### src/rtl/octal_pkg.sv
// Shared types and helpers for the octal one-hot driver and its companion encoder.
// Bit order matches the encoder: code 0 is bit 7, code 7 is bit 0.
package octal_pkg;

  localparam int OCT_W    = 3;
  localparam int ONEHOT_W = 8;

  typedef enum logic [1:0] {
    IDLE  = 2'd0,
    DRIVE = 2'd1,
    GAP   = 2'd2
  } oct_state_e;

  function automatic logic [ONEHOT_W-1:0] oct_decode(input logic [OCT_W-1:0] code);
    logic [ONEHOT_W-1:0] word;
    word = 8'h00;
    case (code)
      3'd0:    word = 8'b1000_0000;
      3'd1:    word = 8'b0100_0000;
      3'd2:    word = 8'b0010_0000;
      3'd3:    word = 8'b0001_0000;
      3'd4:    word = 8'b0000_1000;
      3'd5:    word = 8'b0000_0100;
      3'd6:    word = 8'b0000_0010;
      3'd7:    word = 8'b0000_0001;
      default: word = 8'h00;
    endcase
    return word;
  endfunction

  // Non-one-hot inputs fall back to code 0, as the encoder does.
  function automatic logic [OCT_W-1:0] oct_encode(input logic [ONEHOT_W-1:0] onehot);
    logic [OCT_W-1:0] code;
    code = 3'd0;
    case (onehot)
      8'b1000_0000: code = 3'd0;
      8'b0100_0000: code = 3'd1;
      8'b0010_0000: code = 3'd2;
      8'b0001_0000: code = 3'd3;
      8'b0000_1000: code = 3'd4;
      8'b0000_0100: code = 3'd5;
      8'b0000_0010: code = 3'd6;
      8'b0000_0001: code = 3'd7;
      default:      code = 3'd0;
    endcase
    return code;
  endfunction

endpackage

### src/rtl/octal_onehot_driver_if.sv
// Code-in / one-hot-out bundle; the master supplies codes, the slave drives the strobe.
interface octal_onehot_driver_if;
  import octal_pkg::*;

  logic                in_valid;
  logic                in_ready;
  logic [OCT_W-1:0]    in_code;
  logic [ONEHOT_W-1:0] out_onehot;
  logic                out_valid;
  logic                busy;
  logic                done;

  modport master (
    output in_valid, in_code,
    input  in_ready, out_onehot, out_valid, busy, done
  );

  modport slave (
    input  in_valid, in_code,
    output in_ready, out_onehot, out_valid, busy, done
  );

endinterface

### src/rtl/octal_onehot_driver.sv
// Turns an accepted 3-bit code into a one-hot strobe held HOLD_CYCLES cycles,
// followed by GAP_CYCLES all-zero cycles and one mandatory idle cycle.
module octal_onehot_driver
  import octal_pkg::*;
#(
  parameter int HOLD_CYCLES = 4,
  parameter int GAP_CYCLES  = 1
) (
  input  logic                 clk,
  input  logic                 rst_n,
  octal_onehot_driver_if.slave bus
);

  localparam int MAX_HG   = (HOLD_CYCLES > GAP_CYCLES) ?
                            ((HOLD_CYCLES > 2) ? HOLD_CYCLES : 2) :
                            ((GAP_CYCLES  > 2) ? GAP_CYCLES  : 2);
  localparam int CNT_W    = $clog2(MAX_HG);
  localparam int HOLD_LD  = HOLD_CYCLES - 1;
  localparam int GAP_LD   = (GAP_CYCLES > 0) ? (GAP_CYCLES - 1) : 0;

  if (HOLD_CYCLES < 1) begin : g_bad_hold
    $error("octal_onehot_driver: HOLD_CYCLES must be >= 1");
  end
  if (GAP_CYCLES < 0) begin : g_bad_gap
    $error("octal_onehot_driver: GAP_CYCLES must be >= 0");
  end

  oct_state_e          state_q;
  logic [CNT_W-1:0]    cnt_q;
  logic [ONEHOT_W-1:0] onehot_q;
  logic                valid_q;
  logic                busy_q;
  logic                done_q;

  // Sequencer: state, counter and every output are registered together.
  always_ff @(posedge clk) begin
    if (!rst_n) begin
      state_q  <= IDLE;
      cnt_q    <= CNT_W'(0);
      onehot_q <= 8'h00;
      valid_q  <= 1'b0;
      busy_q   <= 1'b0;
      done_q   <= 1'b0;
    end else begin
      case (state_q)
        IDLE: begin
          if (bus.in_valid) begin
            state_q  <= DRIVE;
            cnt_q    <= CNT_W'(HOLD_LD);
            onehot_q <= oct_decode(bus.in_code);
            valid_q  <= 1'b1;
            busy_q   <= 1'b1;
            done_q   <= (HOLD_CYCLES == 1);
          end else begin
            state_q  <= IDLE;
            cnt_q    <= CNT_W'(0);
            onehot_q <= 8'h00;
            valid_q  <= 1'b0;
            busy_q   <= 1'b0;
            done_q   <= 1'b0;
          end
        end
        DRIVE: begin
          if (cnt_q == CNT_W'(0)) begin
            onehot_q <= 8'h00;
            valid_q  <= 1'b0;
            done_q   <= 1'b0;
            if (GAP_CYCLES > 0) begin
              state_q <= GAP;
              cnt_q   <= CNT_W'(GAP_LD);
              busy_q  <= 1'b1;
            end else begin
              state_q <= IDLE;
              cnt_q   <= CNT_W'(0);
              busy_q  <= 1'b0;
            end
          end else begin
            // done is registered, so it rises as the counter reaches zero.
            cnt_q  <= cnt_q - CNT_W'(1);
            done_q <= (cnt_q == CNT_W'(1));
          end
        end
        GAP: begin
          if (cnt_q == CNT_W'(0)) begin
            state_q <= IDLE;
            busy_q  <= 1'b0;
          end else begin
            cnt_q <= cnt_q - CNT_W'(1);
          end
        end
        default: begin
          state_q  <= IDLE;
          cnt_q    <= CNT_W'(0);
          onehot_q <= 8'h00;
          valid_q  <= 1'b0;
          busy_q   <= 1'b0;
          done_q   <= 1'b0;
        end
      endcase
    end
  end

  assign bus.in_ready   = (state_q == IDLE);
  assign bus.out_onehot = onehot_q;
  assign bus.out_valid  = valid_q;
  assign bus.busy       = busy_q;
  assign bus.done       = done_q;

endmodule

### src/flat_wrapper.sv
// flat-port wrapper written by rule: the top's interface ports become plain ports
module octal_onehot_driver_flat import octal_pkg::*;
#(
  parameter int HOLD_CYCLES = 4,
  parameter int GAP_CYCLES  = 1
)
  (clk, rst_n, bus_in_valid, bus_in_code, bus_in_ready, bus_out_onehot, bus_out_valid, bus_busy, bus_done);
  octal_onehot_driver_if bus_i ();
  input  logic clk;
  input  logic rst_n;
  input wire logic [$bits(bus_i.in_valid)-1:0] bus_in_valid;
  input wire logic [$bits(bus_i.in_code)-1:0] bus_in_code;
  output wire logic [$bits(bus_i.in_ready)-1:0] bus_in_ready;
  output wire logic [$bits(bus_i.out_onehot)-1:0] bus_out_onehot;
  output wire logic [$bits(bus_i.out_valid)-1:0] bus_out_valid;
  output wire logic [$bits(bus_i.busy)-1:0] bus_busy;
  output wire logic [$bits(bus_i.done)-1:0] bus_done;
  assign bus_i.in_valid = bus_in_valid;
  assign bus_i.in_code = bus_in_code;
  assign bus_in_ready = bus_i.in_ready;
  assign bus_out_onehot = bus_i.out_onehot;
  assign bus_out_valid = bus_i.out_valid;
  assign bus_busy = bus_i.busy;
  assign bus_done = bus_i.done;
  octal_onehot_driver #(.HOLD_CYCLES(HOLD_CYCLES), .GAP_CYCLES(GAP_CYCLES)) u_core (.clk(clk), .rst_n(rst_n), .bus(bus_i));
endmodule
### config.mk
export PLATFORM = sky130hd
export DESIGN_NAME = octal_onehot_driver_flat
export DESIGN_NICKNAME = d
export VERILOG_FILES = /design/src/rtl/octal_pkg.sv /design/src/rtl/octal_onehot_driver_if.sv /design/src/rtl/octal_onehot_driver.sv /design/src/flat_wrapper.sv
export SDC_FILE = /design/constraint.sdc
export NUM_CORES = 1
export LEC_CHECK = 0
export BUFFER_PORTS_ARGS = -buffer_cell sky130_fd_sc_hd__buf_2
export CAP_MARGIN = 20
export CORE_MARGIN = 2
export CORE_UTILIZATION = 40
export DETAILED_ROUTE_END_ITERATION = 6
export GPL_ROUTABILITY_DRIVEN = 0
export GPL_TIMING_DRIVEN = 0
export MAX_ROUTING_LAYER = met4
export PLACE_DENSITY = 0.62
export SETUP_SLACK_MARGIN = 0.05
export SLEW_MARGIN = 5
export SYNTH_ARGS = -nofsm -noshare
export SYNTH_HDL_FRONTEND = slang
export SYNTH_SLANG_ARGS = --single-unit
### constraint.sdc
create_clock -name clk -period 4.2 [get_ports clk]
set_clock_uncertainty 0.15 [all_clocks]
set_input_delay 0.42 -clock clk [delete_from_list [all_inputs] [get_ports clk]]
set_output_delay 0.42 -clock clk [all_outputs]
set_load 0.005 [all_outputs]
# Word level (Yosys, flattened, before mapping)
# Memory sizes are Yosys's and may differ from the RTL's.
# Index checks and enable logic that the tools add are counted.
[classes]
add_sub_neg = 1
n_eq_ne = 6
muxes = 18
bitwise_logic = 1
reduce_logical = 4
[ops]
columns = ["op", "count"]
rows = [
  ["8-bit case mux with 3 select lines", 1],
  ["8-bit 2-to-1 mux", 2],
  ["2-bit case mux with 3 select lines", 2],
  ["2-bit 2-to-1 mux", 5],
  ["1-bit case mux with 3 select lines", 2],
  ["1-bit 2-to-1 mux", 5],
  ["2-bit by 1-bit == test with 1-bit output (second input constant)", 2],
  ["2-bit zero test", 2],
  ["2-bit by 1-bit != test with 1-bit output (second input constant)", 2],
  ["2-bit AND reduction", 2],
  ["2-bit == test (second input constant)", 1],
  ["2-bit != test (second input constant)", 1],
  ["1-bit case mux with 2 select lines", 1],
  ["2-bit by 1-bit subtractor with 2-bit output (second input constant)", 1],
  ["1-bit NOT", 1],
]
[totals]
regBits = 15
mem_bits_ro = 64
input_bits = 6
out_inout_bits = 12
wordCells = 37
memories = 1
[mem_list]
columns = ["name", "depth", "width", "rd", "rd_clocked_by_memory_dff", "write_ports", "line", "source"]
rows = [
  ["(name not given)", 8, 8, 1, 0, 0, "octal_pkg.sv:17", "case (code)"],
]

# Logic depth before layout (Yosys ltp)
# Gate-level depths: netlist (run 1).
[depth]
ltp_word = 3
ltp_mapped = 6

# Worst setup path after synthesis (run 1)
# OpenSTA, ideal clock, no wires.
[synth_path]
kind = "reg-to-reg"
from = "register u_core.cnt_q[0]"
to = "register u_core.onehot_q[1] (netlist: u_core.bus.out_onehot[1])"
setup_time_ps = 70
arrival_time_ps = 1246
slack_ps = 2733
stages_incl_launch_ff = 7
path_buffers = 1
period_less_slack_ps = 1467
path_cell_list = "dfxtp_1 inv_1 ha_1 buf_2 nor3b_4 o21ai_0 a21oi_1"
[synth_via]
elab_chain_cells = 3
[synth_lines]
columns = ["item", "line", "source"]
rows = [
  ["from (decl)", "octal_onehot_driver.sv:29", "logic [CNT_W-1:0] cnt_q;"],
  ["from (signal assigned)", "octal_onehot_driver.sv:49", "cnt_q <= CNT_W'(HOLD_LD);"],
  ["from (signal assigned)", "octal_onehot_driver.sv:70", "cnt_q <= CNT_W'(GAP_LD);"],
  ["from (signal assigned)", "octal_onehot_driver.sv:79", "cnt_q <= cnt_q - CNT_W'(1);"],
  ["2-bit zero test", "octal_onehot_driver.sv:64", "if (cnt_q == CNT_W'(0)) begin"],
  ["2-bit by 1-bit != test with 1-bit output (no source line)", "--", ""],
  ["2-bit AND reduction (no source line)", "--", ""],
  ["to (signal assigned)", "octal_onehot_driver.sv:50", "onehot_q <= oct_decode(bus.in_code);"],
  ["to (decl)", "octal_onehot_driver.sv:30", "logic [ONEHOT_W-1:0] onehot_q;"],
]
# Every way passes these cells.
# A chain may end at the register's enable or synchronous reset.

# Worst setup path after layout (run 1)
[layout_path]
from = "register u_core.state_q[1]"
to = "output port bus_in_ready"
[layout_via]
elab_chain_cells = 1
[layout_lines]
columns = ["item", "line", "source"]
rows = [
  ["from (decl)", "octal_onehot_driver.sv:28", "oct_state_e state_q;"],
  ["from (signal assigned)", "octal_onehot_driver.sv:38", "state_q <= IDLE;"],
  ["from (signal assigned)", "octal_onehot_driver.sv:48", "state_q <= DRIVE;"],
  ["from (signal assigned)", "octal_onehot_driver.sv:55", "state_q <= IDLE;"],
  ["2-bit zero test", "octal_onehot_driver.sv:103", "assign bus.in_ready = (state_q == IDLE);"],
  ["to (decl)", "flat_wrapper.sv:13", "output wire logic [$bits(bus_i.in_ready)-1:0] bus_in_ready;"],
]
# Every way passes these cells.

==> flow_summary.yaml, run 1 <==
min_path:
  min_to: "u_core.bus.busy$_SDFFE_PN0P_"
  holdPathStages: 2
  hold_path.class: "in -> reg"
  hp-start: "rst_n"
worst_setup_path:
  r2r_slack_ps: 2520
  r2r-end: "u_core.bus.out_onehot[5]$_SDFFE_PN0P_"
  critPathRequiredTime_ps: 3630
  crit_arrival_ps: 1230
  criticalPathCategory: "reg -> out"
  startpoint_type: "flip-flop"
  critPathCaptureType: "primary output"
  reg2regPathDepth: 6
  r2r-start: "u_core.cnt_q[0]$_SDFFE_PN0P_"
  critPathMaxFanout: 10
status:
  outcome: "finished, final reports clean"
detailed_routing:
  via_count: 644
  routed_wl_mm: 1.51
  wl_per_cell_um: 11.3
  ant_nets: 0
  drt_first_iter_violations: 12
  vias_per_cell: 4.81
  drc: 0
  firstDrtPassIters: 4
placement:
  dp_cells: 130
  place_hpwl_mm: 1.11
  postPlaceCellArea_um2: 870
  portBuffers: 17
yosys:
  ys.flop_type: "dfxtp_1"
  yosysTopAreaCell: "dfxtp_1"
  synthArstFlopShare_pct: 0
  synth-seq-cells: 15
  syn_avg_cell_area_um2: 8.56
  seq_area_frac_synth_pct: 39.9
  netlist_area_um2: 753
  synth-edff-count: 0
  ys_top_cells_by_area: "dfxtp_1 (40%), a21oi_1 (8.6%), ha_1 (6.6%), o21ai_0 (6.0%), nand2_1 (5.5%)"
  synth_warnings: 0
  synthCells: 88
  synth_top_area_share_pct: 39.9
  synth_common_cells: "dfxtp_1 (15), a21oi_1 (13), nand2_1 (11)"
  synth_most_common_cell: "dfxtp_1"
  yosysUniqueCellTypes: 24
  synth_nets: 98
grt:
  grt-ovfl-total: 0
  grt_pass1_vias: 588
  grt_max_degree: 11
  grt_usage_pct: 16.9
  grt_pass1_wl_mm: 2.55
  antenna_found_initial: 0
power:
  p_comb_share_pct: 20.3
  intPower_uw: 213
  p_leak_uw: 0.000379
  vdd_drop_max_v: 0.000179
  clkPwrFrac_pct: 27.1
  cellPowerDensity_nw_per_um2: 334
  switchingPower_uw: 86.8
  p_sw_share_pct: 28.9
  seq_power_share_pct: 52.6
clock_tree:
  clock_sinks: 15
  cts_tree: "yes"
  postCtsSetupRepairBufs: 0
  cts_buffers: 3
  h-tree-depth: 1
  clkLatencyLatePin_ps: 280
  clk_pin_slew_worst_paths_ps: 90
  cts_buffer_depth: 2
  cts_hold_buf: 0
  clk_root_buffer_cell: "clkbuf_4"
  cts_resized: 0
timing:
  period_share_pct: 42.9
  rsz0062_at_grt: "no"
  fin_setup_tns_ps: 0
  final_hold_viol_count: 0
  max_slew_margin_pct: 70.8
  max_freq_mhz: 556
  worstMarginPinSlew_ps: 438
  slew_viol_final: 0
  setup_viol: 0
  period_minus_slack_ps: 1800
finish:
  fin_nets: 120
  final_cells: 134
  final_area_um2: 897
  areaGrowthSynthToFinish_pct: 19.1
  n_antenna_cell: 0
  drive_above_1_share_pct: 26.6
floorplan:
  ioPinCount: 18
  num_rows: 15
  die_x_um: 47.4
  die_h_um: 47.4
  initial_core_util_pct: 43.2
  fp.dieArea_um2: 2250
  placeableCoreArea_um2: 1750
job:
  max-cap-violations: 0
[critical path, stage by stage, from the launching register on]
cell,delay (ps)
dfxtp_1,480
buf_2,280
nor2_1,70
buf_2,120
[per-stage QoR]
step	hold slack (ps)	power, µW	worst slack [ps]	util (%)
finish	222	300	2400	51.4
global route	209	321	2330	51.4
CTS	211	306	2380	51.4
detailed placement	315	222	2510	49.8
global placement	307	221	2560	49.8
floorplan	316	203	2730	-
[kinds of logic after synthesis]
| group | share of synthesized area (%) |
|---|---|
| simple gates | 24.3 |
| flops | 39.9 |
| xor+xnor | 1.16 |
| compound gates | 22.8 |
| buf+inv | 5.31 |
| fa+ha+maj | 6.64 |
[cells in the final DEF, fill, tap and decap left out, drive strengths merged, types with 2 or more instances in the layout]
master / count
nand3: 2
nand2b: 2
nand2: 11
a21oi: 13
dfxtp: 15
inv: 3
buf: 21
ha: 4
o21a: 2
clkbuf: 4
a21o: 2
nand3b: 3
o21ai: 9
nor2b: 4
nor2: 5
[flip-flops by register name (all words and copies together), names as in the netlist]
signal / count
u_core.cnt_q: 2
u_core.state_q: 2
u_core.bus.out_onehot: 8
u_core.bus.busy: 1
u_core.bus.done: 1
u_core.bus.out_valid: 1
[routing by layer]
metal	track usage (%)	wire, µm	vias up	part of all wire, %
met3	4.62	69	2	4.6
li1	-	-	347	-
met1	23.2	805	282	53
met2	22.2	621	13	41
met4	8.89	15	0	0.99
met5	-	0	-	0
[power groups by stage]
stage	sequential (µW)	combinational [µW]	clock, µW
CTS	158	61.4	86.7
finish	158	60.8	81.4
detailed placement	161	61.3	0
global route	159	69.8	91.8
floorplan	160	43.5	0
global placement	161	60.5	0
[layout make-up]
type                            count  area [µm²]
Multi-Input combinational cell     65         413
Sequential cell                    15         300
Fill cell                         171         848
Clock inverter                      1        5.00
Timing Repair Buffer               17        85.1
Tap cell                           25        31.3
Clock buffer                        3        22.5
Buffer                              5        28.8
Inverter                            3        11.3
[worst max path at each step]
stage | start | slack [ps] | endpoint
6_report | u_core.state_q[1]$_SDFFE_PN0P_ | 2400 | bus_in_ready
5_1_grt | u_core.state_q[1]$_SDFFE_PN0P_ | 2330 | bus_in_ready
4_1_cts | u_core.state_q[1]$_SDFFE_PN0P_ | 2380 | bus_in_ready
3_5_place_dp | u_core.cnt_q[0]$_SDFFE_PN0P_ | 2510 | u_core.bus.out_onehot[2]$_SDFFE_PN0P_
3_3_place_gp | u_core.cnt_q[0]$_SDFFE_PN0P_ | 2560 | u_core.bus.out_onehot[6]$_SDFFE_PN0P_
2_1_floorplan | u_core.cnt_q[0]$_SDFFE_PN0P_ | 2730 | u_core.bus.out_onehot[1]$_SDFFE_PN0P_
Power figures use the tool's default switching activity.
==> inputs of run 2 (changes only) <==
- clock period: 4.2 -> 1.8 ns (I/O delays scaled with it)
==> run 2 against run 1 <==
  * Combinational power grew 140%
  * Design area grew 1.4%
  * Largest power group unchanged
  * Routed wire length grew 2.4%
  * First-iteration DRC count grew 8.3%
  * Critical endpoint is now u_core.bus.out_onehot[2]$_SDFFE_PN0P_
  * Non-clock buffer count grew 1
  * Sequential cell count is the same
  * Critical path depth grew 3
  * Hold slack lost 190 ps
  * Critical path type is now reg -> reg
  * Final cell count grew 0.75%
==> flow_summary.yaml, run 2 (synthesis gave the netlist of run 1 again) <==
placement:
  place_hpwl_mm: 1.11
  portBuffers: 17
power:
  vdd_drop_max_v: 0.000417
  p_sw_share_pct: 29.0
  p_total_uw: 704
  seq_power_share_pct: 52.4
  switchingPower_uw: 204
  intPower_uw: 500
  clkPwrFrac_pct: 27.0
  p_leak_uw: 0.000384
  p_comb_share_pct: 20.6
  cellPowerDensity_nw_per_um2: 774
floorplan:
  initial_core_util_pct: 43.2
  die_h_um: 47.4
  die_x_um: 47.4
  num_rows: 15
  fp.dieArea_um2: 2250
  placeableCoreArea_um2: 1750
  ioPinCount: 18
worst_setup_path:
  slowest_delay_ps: 370
  crit_arrival_ps: 1710
  cp.depth: 6
  critPathRequiredTime_ps: 1860
  critPathCaptureType: "flip-flop"
  cpLargestDelayFamily: "flip-flops"
  r2r-start: "u_core.cnt_q[0]$_SDFFE_PN0P_"
  reg2regPathDepth: 6
  crit_path_cell_trace: "inv_1, ha_1, buf_2, nor3b_4, o21ai_0, a21oi_1"
  cp_slowest_cell: "dfxtp_2"
  criticalPathCategory: "reg -> reg"
  startpoint_type: "flip-flop"
  startpoint: "u_core.cnt_q[0]$_SDFFE_PN0P_"
  r2r-end: "u_core.bus.out_onehot[2]$_SDFFE_PN0P_"
  critPathMaxFanout: 9
  r2r_slack_ps: 160
  critPathBufInv: 2
  endpoint: "u_core.bus.out_onehot[2]$_SDFFE_PN0P_"
detailed_routing:
  drt_first_iter_violations: 13
  via_count: 663
  firstDrtPassIters: 4
  ant_nets: 0
  drc: 0
  wl_per_cell_um: 11.5
  vias_per_cell: 4.91
  routed_wl_mm: 1.55
finish:
  drive_above_1_share_pct: 28.2
  layout_commonest_cell: "buf_2"
  postLayoutCoreUtil_pct: 52.1
  layout_common_cells: "buf_2 (19), a21oi_1 (13), dfxtp_1 (13)"
  fin_nets: 121
  n_antenna_cell: 0
  areaGrowthSynthToFinish_pct: 20.8
  largest_reg_flops: 8
grt:
  antenna_found_initial: 0
  grt-ovfl-total: 0
  grt_max_degree: 11
  grt_usage_pct: 17.2
  grt_pass1_wl_mm: 2.59
  grt_pass1_vias: 592
timing:
  period_share_pct: 91.4
  max_slew_margin_pct: 69.4
  worstMarginPinSlew_ps: 460
  fin_setup_tns_ps: 0
  rsz0062_at_grt: "yes"
  final_hold_viol_count: 0
  period_minus_slack_ps: 1640
  slew_viol_final: 0
  max_freq_mhz: 608
  setup_viol: 0
clock_tree:
  clkLatencyLatePin_ps: 280
  cts_tree: "yes"
  clk_pin_slew_worst_paths_ps: 90
  cts_buffer_depth: 2
  h-tree-depth: 1
  postCtsSetupRepairBufs: 0
  clk_root_buffer_cell: "clkbuf_4"
  cts_buffers: 3
  clock_sinks: 15
status:
  outcome: "finished, final reports clean"
min_path:
  holdPathStages: 3
  hold_path.class: "in -> reg"
  hp-start: "bus_in_code[0]"
job:
  max-cap-violations: 0
-- run 2: worst min path at each step --
stage / slack (ps) / end
floorplan: 150 / u_core.bus.busy$_SDFFE_PN0P_
CTS: 30 / u_core.bus.out_onehot[2]$_SDFFE_PN0P_
detailed placement: 270 / u_core.bus.busy$_SDFFE_PN0P_
global route: 30 / u_core.bus.out_onehot[2]$_SDFFE_PN0P_
global placement: 270 / u_core.bus.busy$_SDFFE_PN0P_
finish: 40 / u_core.bus.out_onehot[2]$_SDFFE_PN0P_
-- run 2: what timing repair did --
action / 4_1_cts / 5_1_grt
setup endpoints to repair: 0 / 8
hold endpoints to repair: 2 / 0
hold buffers: 1 / 0
resized for setup: 0 / 3
-- run 2: worst reg2reg max path: cells and delay by family, from the launching register on --
family          cells  cell delay [ps]
compound gates      2              270
fa+ha+maj           1              180
buf+inv             2              250
flops               1              370
simple gates        1              350
-- run 2: power by group through the flow --
stage / Clock (µW) / Sequential, µW / Combinational [µW]
final: 190 / 369 / 145
after global routing: 214 / 373 / 165
after CTS: 202 / 368 / 145
after detailed placement: 0 / 376 / 143
after global placement: 0 / 375 / 141
after floorplan: 0 / 373 / 102
-- run 2: metrics by stage --
stage / hold slack, ps / worst slack [ps] / area [µm²] / instances
after CTS: 25.7 / 95.9 / 907 / 135
final: 35.7 / 156 / 910 / 135
after global routing: 30.1 / 49.4 / 910 / 135
after floorplan: 148 / 333 / 753 / 88
after detailed placement: 270 / 113 / 870 / 130
after global placement: 265 / 159 / 870 / 130
-- run 2: cell type report --
cell class / count / area (µm²)
clock buffer: 3 / 22.5
tap: 25 / 31.3
clock inverter: 1 / 5.00
inverter: 3 / 11.3
buffer: 5 / 28.8
multi-input combinational: 65 / 413
sequential: 15 / 303
timing repair buffer: 18 / 95.1
fill: 171 / 836
-- run 2: routing by layer --
layer	up-vias	GRT usage, %	wire, µm
met5	-	-	0
met4	0	8.33	15
met3	2	4.62	60
met2	10	23.0	665
met1	303	23.4	808
li1	348	-	-
==> inputs of run 3 (changes only) <==
- CORE_MARGIN: 2 -> not set
==> run 3 against run 2 <==
  * Register-to-register slack worse by 30 ps
  * Design area up 0.14%
  * Largest cell class unchanged
  * Highest routed layer unchanged
  * Non-clock buffer count unchanged
==> flow_summary.yaml, run 3 (synthesis gave the netlist of run 1 again) <==
status:
  outcome: "finished, final reports clean"
floorplan:
  die_x_um: 45.4
  initial_core_util_pct: 43.2
  placeableCoreArea_um2: 1750
  die_h_um: 45.4
  ioPinCount: 18
  num_rows: 15
  fp.dieArea_um2: 2060
finish:
  regArea_um2: 305
  fin_nets: 121
  areaGrowthSynthToFinish_pct: 20.9
  drive_above_1_share_pct: 27.3
  largest_reg_flops: 8
  fillers: 175
  layout_common_cells: "buf_2 (19), a21oi_1 (13), dfxtp_1 (13)"
  multi_input_area_um2: 413
  n_antenna_cell: 0
  layout_commonest_cell: "buf_2"
timing:
  final_hold_viol_count: 0
  worstMarginPinSlew_ps: 459
  rsz0062_at_grt: "yes"
  slew_viol_final: 0
  setup_viol: 0
  max_freq_mhz: 597
  fin_setup_tns_ps: 0
  max_slew_margin_pct: 69.4
  period_share_pct: 93.0
  period_minus_slack_ps: 1670
  whs_ps: 28.3
power:
  vdd_drop_max_v: 0.000490
  p_leak_uw: 0.000382
  cellPowerDensity_nw_per_um2: 786
detailed_routing:
  ant_nets: 0
  routed_wl_mm: 1.66
  firstDrtPassIters: 4
  vias_per_cell: 5.04
  via_count: 681
  drc: 0
  drt_first_iter_violations: 11
  wl_per_cell_um: 12.3
clock_tree:
  clk_root_buffer_cell: "clkbuf_4"
  clkLatencyLatePin_ps: 280
  postCtsSetupRepairBufs: 0
  clock_sinks: 15
  cts_buffers: 3
  cts_buffer_depth: 2
  cts_tree: "yes"
  h-tree-depth: 1
  clk_pin_slew_worst_paths_ps: 90
worst_setup_path:
  slowest_delay_ps: 380
  crit_arrival_ps: 1750
  critPathRequiredTime_ps: 1870
  startpoint_type: "flip-flop"
  crit_path_cell_trace: "inv_1, ha_1, buf_2, nor3b_4, o21ai_0, a21oi_1"
  startpoint: "u_core.cnt_q[0]$_SDFFE_PN0P_"
  critPathCaptureType: "flip-flop"
  r2r-start: "u_core.cnt_q[0]$_SDFFE_PN0P_"
  critPathMaxFanout: 9
  cpLargestDelayFamily: "flip-flops"
  cp_slowest_cell: "dfxtp_4"
  critPathBufInv: 2
  criticalPathCategory: "reg -> reg"
grt:
  grt_max_degree: 11
  grt_usage_pct: 17.6
  grt-ovfl-total: 0
  grt_pass1_wl_mm: 2.55
  antenna_found_initial: 0
  grt_pass1_vias: 585
placement:
  place_hpwl_mm: 1.15
  portBuffers: 17
job:
  max-cap-violations: 0
min_path:
  hold_path.class: "in -> reg"
  hp-start: "bus_in_code[0]"
[run 3: area by class of cell]
cell class	count	share of cell area [%]
tap	25	3.43
sequential	15	33.5
inverter	3	1.24
buffer	5	3.16
clock buffer	4	2.88
timing repair buffer	18	10.4
multi-input combinational	65	45.3
[run 3: repair_timing]
item	4_1_cts	5_1_grt
hold endpoints to repair	2	0
gates resized for setup	0	4
hold buffers	1	0
setup endpoints to repair	0	8
[run 3: stage by stage]
stage	util (%)	instance area [µm²]	setup WS, ps	cells	total power, µW
after floorplan	-	753	333	88	475
after global placement	49.8	870	168	130	516
after detailed placement	49.8	870	104	130	521
after CTS	51.9	906	68.4	135	716
after global routing	52.2	911	41.6	135	754
final	52.2	911	125	135	716
[run 3: where the power goes]
group / leakage [µW] / switching (µW) / total, µW / internal (µW)
registers: 0.000123 / 18.6 / 369 / 350
logic: 0.000244 / 79.1 / 146 / 67.2
clock network: 0.0000150 / 115 / 201 / 86.0
[run 3: path summary, 6_finish.rpt]
path / end / slack, ps / depth (start not counted)
worst max-delay path: u_core.bus.out_onehot[1]$_SDFFE_PN0P_ / 130 / 6
worst min register to register: u_core.bus.out_onehot[4]$_SDFFE_PN0P_ / 330 / 2
worst min-delay path: u_core.bus.out_onehot[2]$_SDFFE_PN0P_ / 30 / 3
worst max register to register: u_core.bus.out_onehot[1]$_SDFFE_PN0P_ / 130 / 6
[run 3: worst register-to-register path, cell delays in order (launching register included)]
cell	delay [ps]
dfxtp_4	380
inv_1	60
ha_1	180
buf_2	190
nor3b_4	370
o21ai_0	150
a21oi_1	150
[run 3: layer usage]
metal / global-route usage (%) / vias up / wire length, µm
met3: 2.38 / 5 / 63
met2: 27.1 / 15 / 758
li1: - / 348 / -
met4: 7.88 / 0 / 23
met1: 22.9 / 313 / 816
met5: - / - / 0
